## src/rtl/mux_arb_pkg.sv

```systemverilog
// Shared types and helpers for the round-robin mux arbiter.
// Compile with MUX_ARB_TIMEOUT_EN to size and enable the hold counter.
package mux_arb_pkg;

   localparam int N_REQ = 4;
   localparam int SEL_W = 2;

   typedef enum logic {
      IDLE = 1'b0,
      BUSY = 1'b1
   } state_e;

   // Counter width able to hold 0 .. max_hold-1.
   function automatic int hold_w(input int max_hold);
      if (max_hold <= 2) begin
         return 1;
      end else begin
         return $clog2(max_hold);
      end
   endfunction

   function automatic logic [N_REQ-1:0] onehot(input logic [SEL_W-1:0] idx);
      return {{(N_REQ-1){1'b0}}, 1'b1} << idx;
   endfunction

endpackage

```

## src/rtl/rr_pick.sv

```systemverilog
// Rotating-priority picker: first unmasked request scanning from ptr upward (mod 4).
module rr_pick
   import mux_arb_pkg::*;
(
   input  logic [N_REQ-1:0] req,
   input  logic [N_REQ-1:0] mask,
   input  logic [SEL_W-1:0] ptr,
   output logic             found,
   output logic [SEL_W-1:0] idx
);

   logic [N_REQ-1:0]   eff_s;
   logic [2*N_REQ-1:0] dbl_s;
   logic [N_REQ-1:0]   rot_s;
   logic [SEL_W-1:0]   off_s;

   // Rotate eligible requests so ptr lands at bit 0, then take the lowest set bit.
   always_comb begin
      eff_s = req & ~mask;
      dbl_s = {eff_s, eff_s} >> ptr;
      rot_s = dbl_s[N_REQ-1:0];
      casez (rot_s)
         4'b???1: off_s = 2'd0;
         4'b??10: off_s = 2'd1;
         4'b?100: off_s = 2'd2;
         4'b1000: off_s = 2'd3;
         default: off_s = 2'd0;
      endcase
      found = |eff_s;
      idx   = ptr + off_s;
   end

endmodule

```

## src/rtl/mux_rr_arbiter.sv

```systemverilog
// Round-robin owner controller for a shared 4:1 data mux; grants are held until release.
// Optional MUX_ARB_TIMEOUT_EN forces rotation after MAX_HOLD busy cycles when others wait.
module mux_rr_arbiter
   import mux_arb_pkg::*;
#(
   parameter int DATA_W   = 1,
   parameter int MAX_HOLD = 8
) (
   input  logic                    clk,
   input  logic                    rst,
   input  logic [N_REQ-1:0]        req,
   input  logic [N_REQ*DATA_W-1:0] din,
   output logic [N_REQ-1:0]        gnt,
   output logic [SEL_W-1:0]        sel,
   output logic                    valid,
   output logic [DATA_W-1:0]       dout
);

   if (MAX_HOLD < 2) begin : g_hold_chk
      $error("MAX_HOLD must be at least 2");
   end

   state_e           state_q, state_d;
   logic [N_REQ-1:0] gnt_q, gnt_d;
   logic [SEL_W-1:0] sel_q, sel_d;
   logic             valid_q, valid_d;
   logic [SEL_W-1:0] ptr_q, ptr_d;

   logic [N_REQ-1:0] mask_s;
   logic             found_s;
   logic [SEL_W-1:0] idx_s;
   logic             grant_s;
   logic             drop_s;

`ifdef MUX_ARB_TIMEOUT_EN
   localparam int HOLD_W = hold_w(MAX_HOLD);
   localparam logic [HOLD_W-1:0] HOLD_LAST = HOLD_W'(MAX_HOLD - 1);
   logic [HOLD_W-1:0] hold_q, hold_d;
`endif

   // The owner is masked so a forced rotation never re-picks it; on release its req is low anyway.
   always_comb begin
      if (valid_q) begin
         mask_s = onehot(sel_q);
      end else begin
         mask_s = {N_REQ{1'b0}};
      end
   end

   rr_pick u_pick (
      .req   (req),
      .mask  (mask_s),
      .ptr   (ptr_q),
      .found (found_s),
      .idx   (idx_s)
   );

   // Next-state: decide whether to take a new grant, drop to idle, or hold.
   always_comb begin
      grant_s = 1'b0;
      drop_s  = 1'b0;
`ifdef MUX_ARB_TIMEOUT_EN
      hold_d  = hold_q;
`endif
      case (state_q)
         IDLE: begin
            if (found_s) begin
               grant_s = 1'b1;
            end else begin
               drop_s = 1'b1;
            end
         end
         BUSY: begin
            if (!req[sel_q]) begin
               if (found_s) begin
                  grant_s = 1'b1;
               end else begin
                  drop_s = 1'b1;
               end
            end else begin
`ifdef MUX_ARB_TIMEOUT_EN
               if ((hold_q == HOLD_LAST) && found_s) begin
                  grant_s = 1'b1;
               end else if (hold_q != HOLD_LAST) begin
                  hold_d = hold_q + {{(HOLD_W-1){1'b0}}, 1'b1};
               end else begin
                  hold_d = hold_q;
               end
`else
               grant_s = 1'b0;
`endif
            end
         end
         default: begin
            drop_s = 1'b1;
         end
      endcase

      if (grant_s) begin
         state_d = BUSY;
         gnt_d   = onehot(idx_s);
         sel_d   = idx_s;
         valid_d = 1'b1;
         ptr_d   = idx_s + 2'd1;
`ifdef MUX_ARB_TIMEOUT_EN
         hold_d  = {HOLD_W{1'b0}};
`endif
      end else if (drop_s) begin
         state_d = IDLE;
         gnt_d   = {N_REQ{1'b0}};
         sel_d   = sel_q;
         valid_d = 1'b0;
         ptr_d   = ptr_q;
      end else begin
         state_d = state_q;
         gnt_d   = gnt_q;
         sel_d   = sel_q;
         valid_d = valid_q;
         ptr_d   = ptr_q;
      end
   end

   // State and registered outputs.
   always_ff @(posedge clk or posedge rst) begin
      if (rst) begin
         state_q <= IDLE;
         gnt_q   <= {N_REQ{1'b0}};
         sel_q   <= {SEL_W{1'b0}};
         valid_q <= 1'b0;
         ptr_q   <= {SEL_W{1'b0}};
`ifdef MUX_ARB_TIMEOUT_EN
         hold_q  <= {HOLD_W{1'b0}};
`endif
      end else begin
         state_q <= state_d;
         gnt_q   <= gnt_d;
         sel_q   <= sel_d;
         valid_q <= valid_d;
         ptr_q   <= ptr_d;
`ifdef MUX_ARB_TIMEOUT_EN
         hold_q  <= hold_d;
`endif
      end
   end

   // Data path is unregistered: the owner's word flows straight through while valid.
   always_comb begin
      if (valid_q) begin
         dout = din[int'(sel_q)*DATA_W +: DATA_W];
      end else begin
         dout = {DATA_W{1'b0}};
      end
   end

   assign gnt   = gnt_q;
   assign sel   = sel_q;
   assign valid = valid_q;

endmodule

```

## config.mk

```make
export PLATFORM = sky130hd
export DESIGN_NAME = mux_rr_arbiter
export DESIGN_NICKNAME = d
export VERILOG_FILES = /design/src/rtl/mux_arb_pkg.sv /design/src/rtl/rr_pick.sv /design/src/rtl/mux_rr_arbiter.sv
export SDC_FILE = /design/constraint.sdc
export NUM_CORES = 1
export LEC_CHECK = 0
export ABC_AREA = 0
export BUFFER_PORTS_ARGS = -buffer_cell sky130_fd_sc_hd__buf_4
export CAP_MARGIN = 20
export CORE_MARGIN = 5
export CORE_UTILIZATION = 35
export DETAILED_ROUTE_END_ITERATION = 6
export HOLD_SLACK_MARGIN = 0.1
export MAX_ROUTING_LAYER = met4
export PLACE_DENSITY = 0.62
export SLEW_MARGIN = 20
export SYNTH_ARGS = -nofsm -noshare
export SYNTH_HDL_FRONTEND = slang
export SYNTH_SLANG_ARGS = --single-unit
```

## constraint.sdc

```tcl
create_clock -name clk -period 3.86 [get_ports clk]
set_clock_uncertainty 0.1 [all_clocks]
set_input_delay 0 -clock clk [delete_from_list [all_inputs] [get_ports clk]]
set_output_delay 0 -clock clk [all_outputs]
set_load 0.01 [all_outputs]
```

# Yosys cells after proc, flatten, opt, wreduce, memory -nomap -nowiden
# Cells that the tools add are included.
# classes
add_sub_neg	2
n_eq_ne	3
n_lt_le_gt_ge	1
n_bitwise	3
div_mod_pow	0
reduce_logical	2
mux	15
n_shift	4
multipliers	0
# op_table
operator	n
$mux W4	3
$mux W1	8
$shl A1 B2 Y4 const A	2
$shr A8 B2 Y4	1
$pmux W2 S3	1
$and A4 B4 Y4	1
$eq A4 B4 Y1 const B	1
$not A4 Y4	1
$pmux W1 S2	2
$reduce_or A4 Y1	1
$shiftx A4 B3 Y1	1
$eq A3 B3 Y1 const B	1
$lt A2 B3 Y1 const B	1
$add A2 B1 Y2 const B	1
$add A2 B2 Y2	1
$bmux W1 S2	1
$eq A2 B2 Y1 const B	1
$reduce_bool A2 Y1	1
$not A1 Y1	1
# totals
memories	0
mem_bits_rw	0
latchBits	0
inputBits	10
mem_bits_ro	0
ff_bits	9

# Depth between registers and ports, before layout
# depth
depth_word	10
ltp_mapped	12
depth_no_buf	11

# By module
# A second synthesis with hierarchy kept.
# unflattened
hier_cells	82
area_unflattened_um2	822.0
# modules_own_cells
module	instances	cells_each	area_each_um2	seq_area_each_um2
mux_rr_arbiter	1	59	639.4	225.2
rr_pick	1	23	182.7	0.0

# Worst setup path before layout
# Ideal clock, no wire load.
# synth_path
path_type	flip-flop to flip-flop
from	register sel_q[0] (netlist: sel[0])
to	register gnt_q[1] (netlist: gnt[1])
path_stages_with_launch	13
path_buffers	1
slack_ns	1.511
t_arrival_ns	2.128
path_cell_list	dfrtp_1 > buf_6 > xor2_1 > o221ai_1 > nor2_1 > o21ai_0 > nand2_1 > o21ai_0 > ha_1 > xor2_2 > inv_1 > ha_1 > a22o_1
# synth_via
elab_chain_cells	10
word_cells_on_any_way	22
cone_classes	1 x add/sub; 3 x eq/ne; 3 x shift; 11 x mux; 2 x bitwise; 2 x reduce/logical
# synth_rtl
element	line_no	source
start: declaration	mux_rr_arbiter.sv:25	logic [SEL_W-1:0] sel_q, sel_d;
start signal: assignment	mux_rr_arbiter.sv:128	sel_q <= {SEL_W{1'b0}};
start signal: assignment	mux_rr_arbiter.sv:137	sel_q <= sel_d;
$shl A1 B2 Y4 (*)	mux_arb_pkg.sv:23	return {{(N_REQ-1){1'b0}}, 1'b1} << idx;
$mux W4 (*)	mux_rr_arbiter.sv:43	if (valid_q) begin
$not A4 Y4 (*)	rr_pick.sv:19	eff_s = req & ~mask;
$and A4 B4 Y4 (*)	rr_pick.sv:19	
$shr A8 B2 Y4 (*)	rr_pick.sv:20	dbl_s = {eff_s, eff_s} >> ptr;
$eq A4 B4 Y1 (tied with other cells)	rr_pick.sv:22	casez (rot_s)
$pmux W2 S3 (*)	rr_pick.sv:22	
$add A2 B2 Y2 (*)	rr_pick.sv:30	idx = ptr + off_s;
named net idx_s[1]	mux_rr_arbiter.sv:31	logic [SEL_W-1:0] idx_s;
$shl A1 B2 Y4 (*)	mux_arb_pkg.sv:23	
$mux W4 (*)	mux_rr_arbiter.sv:99	if (grant_s) begin
end signal: assignment	mux_rr_arbiter.sv:127	gnt_q <= {N_REQ{1'b0}};
end signal: assignment	mux_rr_arbiter.sv:136	gnt_q <= gnt_d;
end: declaration	mux_rr_arbiter.sv:24	logic [N_REQ-1:0] gnt_q, gnt_d;
# The timed path passes the listed nets; every way through them passes the cells marked *. The select of a mux whose other input is x is not followed.
# A chain may end at the register's enable or synchronous reset.

# Worst setup path in the final report
# layout_path
from	register sel_q[0] (netlist: sel[0])
to	register valid_q (netlist: valid)
# layout_via
elab_chain_cells	9
word_cells_on_any_way	15
cone_classes	1 x shift; 10 x mux; 2 x bitwise; 2 x reduce/logical
# layout_rtl
element	line_no	source
$shl A1 B2 Y4	mux_arb_pkg.sv:23	
$mux W4	mux_rr_arbiter.sv:43	
$not A4 Y4	rr_pick.sv:19	
$and A4 B4 Y4	rr_pick.sv:19	
$reduce_or A4 Y1	rr_pick.sv:29	found = |eff_s;
$mux W1	mux_rr_arbiter.sv:67, mux_rr_arbiter.sv:75	
$mux W1	mux_rr_arbiter.sv:74	if (!req[sel_q]) begin
$pmux W1 S2	mux_rr_arbiter.sv:65	case (state_q)
$mux W1 or $reduce_bool A2 Y1 (tied branches)	n/a	
end signal: assignment	mux_rr_arbiter.sv:138	valid_q <= valid_d;
end: declaration	mux_rr_arbiter.sv:26	logic valid_q, valid_d;
# Several ways; a longest one is shown, not always the timed one. The select of a mux whose other input is x is not followed.

==> impl_metrics.env <==
export IMPL_root_buffer="clkbuf_4"
export IMPL_power_density_mw_per_mm2=946
export IMPL_grt_pass1_vias=517
export IMPL_setup_violations=0
export IMPL_fmax_mhz=385
export IMPL_dieArea_sq_mm=0.00300
export IMPL_grt_setup_unrepaired="false"
export IMPL_status="finished, final reports clean"
export IMPL_clock_latency_ps=260
export IMPL_grt_max_degree=13
export IMPL_track_usage_pct=11.5
export IMPL_hpwl_mm=1.05
export IMPL_fin_setup_tns_ps=0
export IMPL_max_cap_violations=0
export IMPL_first_pass_iters=4
export IMPL_hold_viol=0
export IMPL_clock_sinks=9
export IMPL_async_flop_share_pct=100
export IMPL_coreArea_sq_mm=0.00194
export IMPL_ys_seq_area_share_pct=32.1
export IMPL_post_cts_setup_buffers=0
export IMPL_mostFrequentLayoutCells="buf_4, dfrtp_1, nand2_1"
export IMPL_cts_tree="yes"
export IMPL_grt_pass1_wl_mm=2.35
export IMPL_synthFlopType="dfrtp_1"
export IMPL_synth_area_leaders="dfrtp_1, mux2_2, buf_6"
export IMPL_layout_min_cycle_time_ps=2600
export IMPL_placed_area_sq_um=817
export IMPL_synthesis_area_per_instance_sq_um=10.6
export IMPL_cp_start_kind="flip-flop"
export IMPL_synth_fp_nets=79
export IMPL_viasPerCell=4.75
export IMPL_slew_violations=0
export IMPL_stdcell_count=114
export IMPL_fp_dieW_microns=54.7
export IMPL_min_period_over_period_pct=67.3
export IMPL_rows=16
export IMPL_ys_seq_elements=9
export IMPL_cts_htree_levels=1
export IMPL_place_congestion=0.719
export IMPL_routedWlPerCell_microns=11.9
export IMPL_crit_type="reg2reg"
export IMPL_initial_core_util_pct=36.1
export IMPL_cts_buffer_depth=2
export IMPL_worst_slew_margin_rel_pct=74.5
export IMPL_drtIter0Drc=5
export IMPL_ys_types=27
export IMPL_yosysWarnings=0
export IMPL_overflow=0
export IMPL_tightest_slew_ps=383
export IMPL_syn_to_final_growth_pct=26.1
export IMPL_postLayoutSetupSlackWorst_ps=1260
export IMPL_placed_cells=106
export IMPL_vias=541
export IMPL_power_leakage_nw=0.402
export IMPL_netlist_area_leader_share_pct=32.1
export IMPL_io_buffers=17
export IMPL_antenna_found_initial=0
export IMPL_nFillCells=192
export IMPL_netlist_area_sq_um=701
export IMPL_required_ps=3910
export IMPL_synth_edf_count=0
export IMPL_final_nets=101
export IMPL_end_kind="flip-flop"
export IMPL_pre_cts_slack_ps=1280
export IMPL_numCtsBuffers=3
export IMPL_clkTransAtPathRegs_ps=60
export IMPL_peakVddDrop_mv=0.457
export IMPL_die_h_microns=54.7
export IMPL_crit_fanout=10
export IMPL_n_antenna_cell=0
export IMPL_io_pins=18
export IMPL_drcViolationCount=0
export IMPL_drive_gt1_share_pct=35.6
export IMPL_yosysTopAreaCell="dfrtp_1"
export IMPL_ant_nets=0
export IMPL_hold_class="in2async"
export IMPL_final_common_cell="buf_4"
export IMPL_wirelength_mm=1.36
export IMPL_finalInstanceArea_sq_um=883
export IMPL_worstPathArrival_ps=2650
export IMPL_synth_cells=66
==> Yosys cell counts, types with 2 or more instances <==
library cell / instances
mux2_2: 5
a22o_1: 2
ha_1: 3
o21ai_1: 3
o22ai_1: 2
mux4_2: 2
buf_6: 4
o21ai_0: 2
dfrtp_1: 9
o221ai_1: 2
nand2_1: 8
and2_1: 2
nand2b_1: 5
inv_1: 3
nor2_1: 2
==> final cells by class <==
cell class	instances	area [sq um]	area share (%)
multi-input combinational	50	419	47.5
sequential	9	225	25.5
timing repair buffer	21	168	19.0
tap	27	33.8	3.82
clock buffer	4	26.3	2.97
inverter	3	11.3	1.27
==> final timing paths <==
kind,from,endpoint,slack (ps),depth (start not counted)
worst max-delay path,sel[0],valid,1260,6
worst min-delay path,rst,gnt[1],160,3
worst max register to register,sel[0],valid,1260,6
worst min register to register,gnt[3],gnt[3],400,1
max in group asynchronous,rst,ptr_q[0],3240,3
min in group clk,req[2],valid,280,4
==> kinds of logic (layout without fill, tap and decap cells) <==
family | Yosys count | count (layout) | synth area share [%]
simple gates | 22 | 22 | 17.5
compound gates | 15 | 15 | 17.3
flops | 9 | 9 | 32.1
mux | 7 | 7 | 14.5
buf+inv | 7 | 28 | 8.04
fa+ha+maj | 4 | 4 | 6.96
xor+xnor | 2 | 2 | 3.57
==> state kept, by name (all words and copies together) (netlist names) <==
name,cells
gnt,4
ptr_q,2
sel,2
valid,1
==> worst max-delay path, stage by stage (launching register included) <==
cell and delay (ps):
dfrtp_1 570, mux2_2 380, o22ai_1 100, dlygate4sd3_1 560
and2_1 160, dlygate4sd3_1 560, nand2b_1 50
==> where the power goes <==
part	switching (W)	internal, W
clock network	0.0000313	0.0000397
logic	0.000274	0.000289
registers	0.0000635	0.000139
total	0.000369	0.000467
==> repair_timing <==
item,4_1_cts,5_1_grt
resized for setup,0,0
hold endpoints to repair,10,0
hold buffers,4,0
==> metrics by stage <==
stage          util, %  power, W  hold slack, ps
4_1_cts           45.5  0.000849             167
3_3_place_gp      42.1  0.000756            -111
6_report          45.5  0.000836             164
5_1_grt           45.5  0.000936             215
2_1_floorplan        -  0.000675            -272
3_5_place_dp      42.1  0.000764            -110
==> routing by layer <==
metal / vias to the layer above / wire (microns) / global-route usage, %
li1: 282 / - / -
met1: 245 / 578 / 14.0
met2: 12 / 700 / 18.1
met3: 2 / 64 / 4.09
met4: 0 / 12 / 2.49
met5: - / 0 / -
(Power assumes the default switching activity.)
